File: config.mk
export PLATFORM = sky130hd
export DESIGN_NAME = dcache_ctrl
export DESIGN_NICKNAME = d
export VERILOG_FILES = /design/src/rtl/dcache_pkg.sv /design/src/rtl/dcache_line_store.sv /design/src/rtl/dcache_ctrl.sv
export SDC_FILE = /design/constraint.sdc
export NUM_CORES = 1
export LEC_CHECK = 0
export CAP_MARGIN = 10
export CORE_UTILIZATION = 30
export DETAILED_ROUTE_END_ITERATION = 8
export GPL_TIMING_DRIVEN = 0
export HOLD_SLACK_MARGIN = 0.05
export SYNTH_ARGS = -nofsm -noshare
export SYNTH_HDL_FRONTEND = slang
export SYNTH_SLANG_ARGS = --single-unit
File: constraint.sdc
create_clock -name CLK -period 3.5 [get_ports CLK]
set_clock_uncertainty 0.15 [all_clocks]
set_input_delay 0.7 -clock CLK [delete_from_list [all_inputs] [get_ports CLK]]
set_output_delay 0.7 -clock CLK [all_outputs]
set_load 0.1 [all_outputs]
File: src/rtl/dcache_pkg.sv
// ============================================================================
// Module  : dcache_pkg
// Shared types, field widths and address-field helpers for the data cache.
// Revision: 1.0
// ============================================================================
`default_nettype none

package dcache_pkg;

    localparam int ADDR_W  = 8;
    localparam int TAG_W   = 3;
    localparam int IDX_W   = 3;
    localparam int OFF_W   = 2;
    localparam int BLOCK_W = 32;

    typedef enum logic [1:0] {
        IDLE      = 2'd0,
        WRITEBACK = 2'd1,
        FETCH     = 2'd2
    } dcache_state_e;

    function automatic logic [TAG_W-1:0] addr_tag(input logic [ADDR_W-1:0] addr);
        return addr[ADDR_W-1 -: TAG_W];
    endfunction

    function automatic logic [IDX_W-1:0] addr_index(input logic [ADDR_W-1:0] addr);
        return addr[OFF_W +: IDX_W];
    endfunction

    function automatic logic [OFF_W-1:0] addr_offset(input logic [ADDR_W-1:0] addr);
        return addr[OFF_W-1:0];
    endfunction

endpackage

`default_nettype wire

File: src/rtl/dcache_line_store.sv
// ============================================================================
// Module  : dcache_line_store
// Valid/dirty/tag/data arrays with one read port, byte-write and block-fill.
// Revision: 1.0
// ============================================================================
`default_nettype none

module dcache_line_store
    import dcache_pkg::*;
#(
    parameter int NUM_BLOCKS = 8,
    parameter int LINE_W     = 32
) (
    input  logic              CLK,
    input  logic              RESET,
    input  logic [IDX_W-1:0]  rd_index,
    output logic              rd_valid,
    output logic              rd_dirty,
    output logic [TAG_W-1:0]  rd_tag,
    output logic [LINE_W-1:0] rd_data,
    input  logic              wr_en,
    input  logic [IDX_W-1:0]  wr_index,
    input  logic [OFF_W-1:0]  wr_offset,
    input  logic [7:0]        wr_byte,
    input  logic              fill_en,
    input  logic [IDX_W-1:0]  fill_index,
    input  logic [TAG_W-1:0]  fill_tag,
    input  logic [LINE_W-1:0] fill_data
);

    logic [NUM_BLOCKS-1:0] r_valid;
    logic [NUM_BLOCKS-1:0] r_dirty;
    logic [TAG_W-1:0]      r_tag  [NUM_BLOCKS];
    logic [LINE_W-1:0]     r_data [NUM_BLOCKS];

    // Only the status bits are cleared; stale tags are harmless once valid drops.
    always_ff @(posedge CLK or negedge RESET) begin
        if (!RESET) begin
            r_valid <= '0;
            r_dirty <= '0;
        end else if (fill_en) begin
            r_valid[fill_index] <= 1'b1;
            r_dirty[fill_index] <= 1'b0;
        end else if (wr_en) begin
            r_dirty[wr_index] <= 1'b1;
        end
    end

    always_ff @(posedge CLK) begin
        if (fill_en) begin
            r_tag[fill_index]  <= fill_tag;
            r_data[fill_index] <= fill_data;
        end else if (wr_en) begin
            r_data[wr_index][{wr_offset, 3'b000} +: 8] <= wr_byte;
        end
    end

    assign rd_valid = r_valid[rd_index];
    assign rd_dirty = r_dirty[rd_index];
    assign rd_tag   = r_tag[rd_index];
    assign rd_data  = r_data[rd_index];

endmodule

`default_nettype wire

File: src/rtl/dcache_ctrl.sv
// ============================================================================
// Module  : dcache_ctrl
// Direct-mapped write-back, write-allocate data cache controller.
// Revision: 1.0
// ============================================================================
`default_nettype none

module dcache_ctrl
    import dcache_pkg::*;
#(
    parameter int NUM_BLOCKS  = 8,
    parameter int BLOCK_BYTES = 4
) (
    input  logic                     CLK,
    input  logic                     RESET,
    input  logic                     READMEM,
    input  logic                     WRITEMEM,
    input  logic [7:0]               ADDRESS,
    input  logic [7:0]               WRITEDATA,
    output logic [7:0]               READDATA,
    output logic                     BUSYWAIT,
    output logic                     MEM_READ,
    output logic                     MEM_WRITE,
    output logic [5:0]               MEM_ADDRESS,
    output logic [BLOCK_BYTES*8-1:0] MEM_WRITEDATA,
    input  logic [BLOCK_BYTES*8-1:0] MEM_READDATA,
    input  logic                     MEM_BUSYWAIT
);

    localparam int c_LINE_W = BLOCK_BYTES * 8;

    dcache_state_e r_state;
    dcache_state_e w_state_next;
    logic          r_done;
    logic          w_done_next;

    logic                w_req;
    logic [TAG_W-1:0]    w_tag;
    logic [IDX_W-1:0]    w_index;
    logic [OFF_W-1:0]    w_offset;
    logic                w_hit;
    logic                w_line_valid;
    logic                w_line_dirty;
    logic [TAG_W-1:0]    w_line_tag;
    logic [c_LINE_W-1:0] w_line_data;
    logic                w_wr_en;
    logic                w_fill_en;

    assign w_req    = READMEM | WRITEMEM;
    assign w_tag    = addr_tag(ADDRESS);
    assign w_index  = addr_index(ADDRESS);
    assign w_offset = addr_offset(ADDRESS);
    assign w_hit    = w_line_valid & (w_line_tag == w_tag);

    dcache_line_store #(
        .NUM_BLOCKS (NUM_BLOCKS),
        .LINE_W     (c_LINE_W)
    ) u_line_store (
        .CLK        (CLK),
        .RESET      (RESET),
        .rd_index   (w_index),
        .rd_valid   (w_line_valid),
        .rd_dirty   (w_line_dirty),
        .rd_tag     (w_line_tag),
        .rd_data    (w_line_data),
        .wr_en      (w_wr_en),
        .wr_index   (w_index),
        .wr_offset  (w_offset),
        .wr_byte    (WRITEDATA),
        .fill_en    (w_fill_en),
        .fill_index (w_index),
        .fill_tag   (w_tag),
        .fill_data  (MEM_READDATA)
    );

    always_ff @(posedge CLK or negedge RESET) begin
        if (!RESET) begin
            r_state <= IDLE;
            r_done  <= 1'b0;
        end else begin
            r_state <= w_state_next;
            r_done  <= w_done_next;
        end
    end

    // While done is high the access just completed; nothing is serviced that cycle.
    always_comb begin
        w_state_next  = r_state;
        w_done_next   = 1'b0;
        w_wr_en       = 1'b0;
        w_fill_en     = 1'b0;
        MEM_READ      = 1'b0;
        MEM_WRITE     = 1'b0;
        MEM_ADDRESS   = '0;
        MEM_WRITEDATA = '0;
        case (r_state)
            IDLE: begin
                if (w_req && !r_done) begin
                    if (w_hit) begin
                        w_done_next = 1'b1;
                        w_wr_en     = WRITEMEM;
                    end else if (w_line_dirty) begin
                        w_state_next = WRITEBACK;
                    end else begin
                        w_state_next = FETCH;
                    end
                end
            end
            WRITEBACK: begin
                MEM_WRITE     = 1'b1;
                MEM_ADDRESS   = {w_line_tag, w_index};
                MEM_WRITEDATA = w_line_data;
                if (!MEM_BUSYWAIT) begin
                    w_state_next = FETCH;
                end
            end
            FETCH: begin
                MEM_READ    = 1'b1;
                MEM_ADDRESS = {w_tag, w_index};
                if (!MEM_BUSYWAIT) begin
                    w_fill_en    = 1'b1;
                    w_state_next = IDLE;
                end
            end
            default: begin
                w_state_next = IDLE;
            end
        endcase
    end

    assign READDATA = w_line_data[{w_offset, 3'b000} +: 8];
    assign BUSYWAIT = w_req & ~r_done;

endmodule

`default_nettype wire

==> reports/qor.yml, run 1 <==
sta:
  fmax_ghz: 0.260
  worst_slew_pin_slew_ns: 0.964
  grt_setup_unrepaired: "true"
  final.setup.worst_slack_ns: -0.339
  min_period_over_period_pct: 110
  hold_viol_final: 0
  finalWorstPathRequiredPeriod_ns: 3.84
  setup_total_negative_slack_ns: -2.66
  fin_worst_hold_slack_ns: 0.301
  maxSlewViolCount: 0
  report.final.setup_viol: 16
  max_slew_headroom_at_the_worst_pin_pct: 35.6
clocking:
  path_clk_slew_ns: 0.07
  cts.hold.buffers_added: 0
  tritoncts_buffers: 30
  cts-root-buf: "clkbuf_16"
  cts-htree-levels: 1
  tritoncts_clock_tree: "done"
  clk_latency_ns: 0.60
  cts_buffer_depth: 3
  tritoncts_sinks: 299
placement:
  routabilityCongestion: 0.908
  post_dp_cell_area_mm2: 0.0151
  placement.io_buffers: 100
  dp.final_hpwl_mm: 30.8
  pre_cts_slack_ns: -2.61
pwr:
  cellInternalPower_uw: 6850
  share_seq_of_total_power_pct: 43.1
  power.share.combinational_pct: 20.0
  power.static_leakage_uw: 0.00650
  clockPowerShare_pct: 36.9
  switching_share_pct: 28.7
  power.density_mw_per_mm2: 521
  switchingPower_uw: 2750
  irDropWorstVdd_mv: 0.358
critical_path:
  kind_of_critical_path: "input port to output pin"
  critical_path.cell_chain: "buf_8 > buf_6 > buf_12 > buf_12 > buf_12 > buf_12 > buf_12 > mux4_2 > nor2_4 > o21ai_4 > mux4_2 > buf_12"
  reg2reg_launch_point: "r_state[0]$_DFFE_PN0P_"
  critical_path.most_common_cell: "buf_12"
  worstPathRequired_ns: 2.65
  arrival_ns: 2.99
  setup.worst_path.end_class: "output pin"
  cp_num_buf_inv: 8
  r2r.worst_path.cells: 8
  crit_path_max_fanout: 8
  crit_family: "buffers and inverters"
  cp-startpoint: "ADDRESS[4]"
  timing.critical_path.slowest_stage_cell: "mux4_2"
  reg2reg_slack_ns: 0.26
  worstReg2RegEnd: "u_line_store.r_data[1][16]$_DFFE_PP_"
  startpoint_type: "input port"
  critical-path-max-stage-delay_ns: 0.58
synthesis:
  mappedNetlistArea_mm2: 0.0130
  async_reset_ff_share_pct: 6.35
  compound_cell_area_share_of_the_yosys_netlist_pct: 9.61
  post_synth_num_cell_types: 46
  synth-xor-area-share_pct: 0.0674
  synth_seq_cells: 299
  post_synth_fa_ha_maj_area_fraction_pct: 0.770
  synth.largest_area_cell: "edfxtp_1"
  synth_edf_count: 280
  synth_warn: 0
  yosys-mux-area-fraction_pct: 9.58
  post-synth-top-count-cell: "edfxtp_1"
  synth.top_cells.by_area: "edfxtp_1 65%, mux2i_1 4.5%, dfrtp_1 3.7%"
  synth_top_family_by_area: "compound AO/OA/AOI/OAI gates"
  synth.net_count: 962
  synthCells: 901
  ys_top_cells_by_count: "280 x edfxtp_1, 88 x nand2_1, 58 x mux2i_1"
  synth.top_cell.area_share_pct: 64.7
  syn_avg_cell_area_um2: 14.4
  synth.yosys.seq_area_share_pct: 68.4
  simple_gate_area_share_of_the_yosys_netlist_pct: 8.54
  postSynth.topFlopCell: "edfxtp_1"
hold_path:
  worstHoldPathCells: 2
  hold_path_startpoint: "u_line_store.r_valid[5]$_DFFE_PN0P_"
  hold_end: "u_line_store.r_valid[5]$_DFFE_PN0P_"
  hold_path_class: "flop to flop"
floorplan:
  die_area_mm2: 0.0441
  die_height_um: 210
  boundaryPins: 102
  rows: 75
  initial_cell_density_of_the_core_pct: 30.7
  dieWidth_um: 210
  core_mm2: 0.0423
finish:
  design_area_mm2: 0.0184
  antenna-diode-count: 0
  post_route_cells_drive_above_1_share_pct: 39.8
  syn_to_final_growth_pct: 41.9
  finish.net_count: 1198
  final_core_area_utilization_pct: 43.5
  number_of_filler_instances_in_the_final_layout: 3725
grt:
  first_global_vias: 9123
  grt_antenna_before_repair: 1
  grtUsageTotal_pct: 21.4
  grt.overflow.total: 0
  grt_pass1_wl_mm: 66.9
  maximum_number_of_pins_on_one_net_before_global_route_repair: 20
drt:
  avg_wl_per_cell_um: 27.6
  wl_mm: 47.9
  detailedRoute.firstIterationViolations: 1506
  route.detailed.vias_per_inst: 5.55
  detail_route.first_pass.iterations: 8
  ant_nets: 0
  vias: 9642
  post-route-drc-count: 0
run_status:
  failed_checks: "negative setup slack"
  outcome: "finished with violations"
run:
  max_cap_violations: 0
[through the flow]
step	total power [uW]	std cells
after detailed placement	5750	1587
after global routing	9810	1737
after CTS	9510	1717
final	9610	1737
after global placement	5720	1578
after floorplan	5200	901
[area by class of cell]
type	instances	area [um2]	share of cell area [%]
Clock inverter	22	325	1.77
Multi-Input combinational cell	504	4720	25.6
Buffer	44	607	3.29
Sequential cell	299	8880	48.2
Tap cell	577	722	3.92
Clock buffer	33	772	4.19
Timing Repair Buffer	208	2200	11.9
Inverter	50	198	1.07
[how the worst max path moves through the flow]
stage	endpoint	slack, ns	depth (start not counted)
floorplan	u_line_store.r_data[0][16]$_DFFE_PP_	-0.24	8
global placement	READDATA[7]	-2.96	9
detailed placement	READDATA[3]	-2.61	11
CTS	READDATA[1]	-0.32	12
global route	READDATA[1]	-0.37	12
finish	READDATA[5]	-0.34	12
[worst register-to-register path, cell delays in order (launching register included)]
cell and delay, ns:
dfrtp_1 0.38, inv_1 0.10, ha_1 0.35, nor2b_1 0.35, clkbuf_2 0.37, buf_1 0.46, nand2_1 0.31, o31ai_2 0.19
buf_4 0.27
[sequential cells by signal, summed over array words and instances (netlist names), named ones only]
register,cells
r_done,1
r_state,2
u_line_store.r_data,256
u_line_store.r_tag,24
u_line_store.r_valid,8
[layer usage]
| layer | share of wire (%) | global-route usage [%] | up-vias |
|---|---|---|---|
| met5 | 0 | 0 | - |
| met4 | 4.4 | 8.31 | 0 |
| met3 | 11 | 4.51 | 124 |
| met2 | 44 | 32.7 | 668 |
| met1 | 40 | 29.9 | 4886 |
| li1 | - | - | 3964 |
[what timing repair did]
item / in CTS / in global routing
setup endpoints to repair: 579 / 488
gates resized for setup: 554 / 78
pin swaps: 38 / 15
setup buffers: 67 / 22
cloned: 10 / 0
[power by group through the flow]
| stage | combinational [uW] | clock [uW] | sequential, uW |
|---|---|---|---|
| global route | 1990 | 3670 | 4160 |
| global placement | 1510 | 0 | 4210 |
| finish | 1920 | 3540 | 4140 |
| detailed placement | 1530 | 0 | 4210 |
| floorplan | 1010 | 0 | 4200 |
| CTS | 1830 | 3540 | 4140 |
[cells in the final DEF (no fill, tap or decap), types with 18 or more instances in the layout]
| cell | n |
|---|---|
| dfrtp_1 | 19 |
| a22oi_1 | 19 |
| buf_6 | 18 |
| mux4_2 | 20 |
| clkdlybuf4s50_1 | 49 |
| inv_1 | 46 |
| buf_4 | 95 |
| clkbuf_16 | 37 |
| mux2i_1 | 41 |
| nand2_1 | 86 |
| edfxtp_1 | 280 |
| buf_12 | 34 |
[cell families (layout without fill, tap and decap cells)]
logic type / count (synthesis) / in the layout
AO/OA/AOI/OAI: 168 / 168
buffers and inverters: 98 / 357
AND/OR/NAND/NOR: 230 / 230
XOR/XNOR: 1 / 1
adder cells (fa/ha/maj): 8 / 8
multiplexers: 97 / 97
flip-flops: 299 / 299
(Power assumes the default switching activity.)
==> run 2: changes to the inputs <==
--- a/config.mk
+++ b/config.mk
@@ -7,6 +7,8 @@
 export LEC_CHECK = 0
 export CAP_MARGIN = 10
 export CORE_UTILIZATION = 30
+export CTS_CLUSTER_DIAMETER = 150
+export CTS_CLUSTER_SIZE = 28
 export DETAILED_ROUTE_END_ITERATION = 8
 export GPL_TIMING_DRIVEN = 0
 export HOLD_SLACK_MARGIN = 0.05
==> run 2 against run 1 <==
The run still ends with negative setup slack left. Largest power group unchanged. Critical path depth unchanged. Worst setup slack got worse by 0.0031 ns. Clock power decreased by 47%. Count of clock-buffer cells in the layout decreased by 16. Cell area decreased by 4.7%. Via count decreased by 2.3%. Die area unchanged.
==> reports/qor.yml, run 2 (synthesis results as in run 1) <==
run_status:
  outcome: "finished with violations"  # unchanged
  failed_checks: "negative setup slack"  # unchanged
drt:
  wl_mm: 47.0  # was 47.9 mm
  detailedRoute.firstIterationViolations: 1415  # was 1,506
  ant_nets: 0  # unchanged
  route.detailed.vias_per_inst: 5.56  # was 5.55
  post-route-drc-count: 0  # unchanged
  vias: 9422  # was 9,642
  avg_wl_per_cell_um: 27.7  # was 27.6 um
  detail_route.first_pass.iterations: 6  # was 8
placement:
  dp.final_hpwl_mm: 30.8  # unchanged
  routabilityCongestion: 0.908  # unchanged
  pre_cts_slack_ns: -2.61  # unchanged
  placement.io_buffers: 100  # unchanged
sta:
  grt_setup_unrepaired: "true"  # unchanged
  worst_slew_pin_slew_ns: 0.988  # was 0.964 ns
  finalWorstPathRequiredPeriod_ns: 3.84  # about the same
  hold_viol_final: 0  # unchanged
  final.setup.worst_slack_ns: -0.342  # was -0.339 ns
  max_slew_headroom_at_the_worst_pin_pct: 33.9  # was 35.6%
  min_period_over_period_pct: 110  # about the same
  report.final.setup_viol: 14  # was 16
  fmax_ghz: 0.260  # about the same
  maxSlewViolCount: 0  # unchanged
pwr:
  power.static_leakage_uw: 0.00610  # was 0.00650 uW
  finalPower_uw: 7930  # was 9610 uW
  irDropWorstVdd_mv: 0.254  # was 0.358 mV
  power.density_mw_per_mm2: 452  # was 521 mW/mm2
critical_path:
  crit_path_max_fanout: 8  # unchanged
  critPathCapture: "READDATA[5]"  # unchanged
  r2r.worst_path.cells: 8  # unchanged
  worstPathRequired_ns: 2.65  # about the same
  critical_path_depth: 12  # unchanged
  startpoint_type: "input port"  # unchanged
  reg2reg_slack_ns: 0.29  # was 0.26 ns
  critical-path-max-stage-delay_ns: 0.58  # about the same
  timing.critical_path.slowest_stage_cell: "mux4_2"  # unchanged
  worstReg2RegEnd: "u_line_store.r_data[1][19]$_DFFE_PP_"  # was u_line_store.r_data[1][16]$_DFFE_PP_
  setup.worst_path.end_class: "output pin"  # unchanged
  crit_family: "buffers and inverters"  # unchanged
  cp-startpoint: "ADDRESS[4]"  # unchanged
  reg2reg_launch_point: "r_state[0]$_DFFE_PN0P_"  # unchanged
  arrival_ns: 2.99  # about the same
  critical_path.most_common_cell: "buf_12"  # unchanged
  kind_of_critical_path: "input port to output pin"  # unchanged
  critical_path.cell_chain: "buf_8 > buf_6 > buf_12 > buf_12 > buf_12 > buf_12 > buf_12 > mux4_2 > nor2_4 > o21ai_4 > mux4_2 > buf_12"  # unchanged
  cp_num_buf_inv: 8  # unchanged
grt:
  grtUsageTotal_pct: 21.0  # was 21.4%
  grt_pass1_wl_mm: 65.6  # was 66.9 mm
  grt_antenna_before_repair: 2  # was 1
  maximum_number_of_pins_on_one_net_before_global_route_repair: 30  # was 20
  first_global_vias: 8968  # was 9,123
  grt.overflow.total: 0  # unchanged
clocking:
  cts-root-buf: "clkbuf_16"  # unchanged
  tritoncts_buffers: 14  # was 30
  clk_latency_ns: 0.52  # was 0.60 ns
  cts_buffer_depth: 3  # unchanged
  cts.hold.buffers_added: 0  # unchanged
  cts-htree-levels: 1  # unchanged
  tritoncts_clock_tree: "done"  # unchanged
  path_clk_slew_ns: 0.11  # was 0.07 ns
  tritoncts_sinks: 299  # unchanged
finish:
  largest_reg_flops: 256  # unchanged
  registers.top_by_ff_count: "u_line_store.r_data"  # unchanged
  syn_to_final_growth_pct: 35.2  # was 41.9%
  post_route_cells_drive_above_1_share_pct: 38.2  # was 39.8%
  final_cell_mix: "280 x edfxtp_1, 100 x buf_4, 87 x nand2_1, 49 x clkdlybuf4s50_1, 46 x inv_1"  # was 280 x edfxtp_1, 95 x buf_4, 86 x nand2_1, 49 x clkdlybuf4s50_1, 46 x inv_1
  largestRegisters: "u_line_store.r_data: 256 flops, u_line_store.r_tag: 24 flops, u_line_store.r_valid: 8 flops"  # unchanged
  mostFrequentLayoutCell: "edfxtp_1"  # unchanged
  number_of_filler_instances_in_the_final_layout: 3818  # was 3,725
  finish.net_count: 1175  # was 1,198
  final_core_area_utilization_pct: 41.5  # was 43.5%
floorplan:
  die_height_um: 210  # unchanged
  rows: 75  # unchanged
  initial_cell_density_of_the_core_pct: 30.7  # unchanged
  core_mm2: 0.0423  # unchanged
  dieWidth_um: 210  # unchanged
  boundaryPins: 102  # unchanged
  die_area_mm2: 0.0441  # unchanged
hold_path:
  hold_path_class: "flop to flop"  # unchanged
run:
  max_cap_violations: 0  # unchanged
-- run 2: cell types whose count changed in the layout (fill, tap and decap cells not counted), moves of 7 or more --
cell,change
bufinv_16,-7
clkbuf_16,-17
clkinv_2,-8
mux2i_1,-15
mux2i_2,+15
-- run 2: timing repair --
| item | CTS | global route |
|---|---|---|
| pin swaps | 38 | 10 |
| endpoints found under the setup margin | 579 | 426 |
| buffers inserted | 60 | 23 |
| gates cloned | 8 | 0 |
| gates resized for setup | 539 | 75 |
-- run 2: report_power, final --
group	total, uW	switching (uW)	internal [uW]
clock network	1890	1130	759
registers	4140	55.4	4080
logic	1910	1270	639
total	7930	2460	5480
-- run 2: per-layer routing --
| metal | track usage [%] | vias to the layer above | part of all wire, % |
|---|---|---|---|
| li1 | - | 3879 | - |
| met1 | 29.6 | 4741 | 39 |
| met2 | 32.0 | 681 | 44 |
| met3 | 3.89 | 121 | 12 |
| met5 | 0 | - | 0 |
| met4 | 8.73 | 0 | 5.2 |
-- run 2: cell type report --
| type | instances | area (um2) | area share [%] |
|---|---|---|---|
| sequential | 299 | 8880 | 50.6 |
| antenna | 2 | 5.00 | 0.0285 |
| tap | 577 | 722 | 4.11 |
| timing repair buffer | 200 | 2010 | 11.5 |
| buffer | 45 | 624 | 3.55 |
| clock inverter | 2 | 27.5 | 0.157 |
| inverter | 50 | 195 | 1.11 |
| multi-input combinational | 504 | 4740 | 27.0 |
| clock buffer | 17 | 362 | 2.06 |
-- run 2: worst min path at each step --
stage,start,endpoint,slack (ns),cells past startpoint
6_report,u_line_store.r_valid[5]$_DFFE_PN0P_,u_line_store.r_valid[5]$_DFFE_PN0P_,0.31,2
5_1_grt,u_line_store.r_valid[3]$_DFFE_PN0P_,u_line_store.r_valid[3]$_DFFE_PN0P_,0.35,1
4_1_cts,u_line_store.r_valid[5]$_DFFE_PN0P_,u_line_store.r_valid[5]$_DFFE_PN0P_,0.32,2
3_5_place_dp,u_line_store.r_valid[5]$_DFFE_PN0P_,u_line_store.r_valid[5]$_DFFE_PN0P_,0.29,2
3_3_place_gp,u_line_store.r_valid[5]$_DFFE_PN0P_,u_line_store.r_valid[5]$_DFFE_PN0P_,0.29,2
2_1_floorplan,RESET,async pin,0.25,0
-- run 2: worst min-delay path: stages (launching register included) --
cell and delay [ns]:
dfrtp_1 0.34, inv_1 0.05, nand2_1 0.05
-- run 2: stage by stage --
stage               instance area (um2)  hold slack [ns]  instances  TNS [ns]
detailed placement                15100            0.293       1587   -934.14
CTS                               17100            0.320       1672     -2.19
global route                      17600            0.346       1695     -3.14
finish                            17600            0.310       1696     -2.68
global placement                  15000            0.287       1578   -963.83
floorplan                         13300            0.254        901    -15.99
==> run 3: changes to the inputs <==
--- a/config.mk
+++ b/config.mk
@@ -8,7 +8,6 @@
 export CAP_MARGIN = 10
 export CORE_UTILIZATION = 30
 export CTS_CLUSTER_DIAMETER = 150
-export CTS_CLUSTER_SIZE = 28
 export DETAILED_ROUTE_END_ITERATION = 8
 export GPL_TIMING_DRIVEN = 0
 export HOLD_SLACK_MARGIN = 0.05
==> results of run 3 <==
Final layout, timing and power as in run 1 (identical DEF).
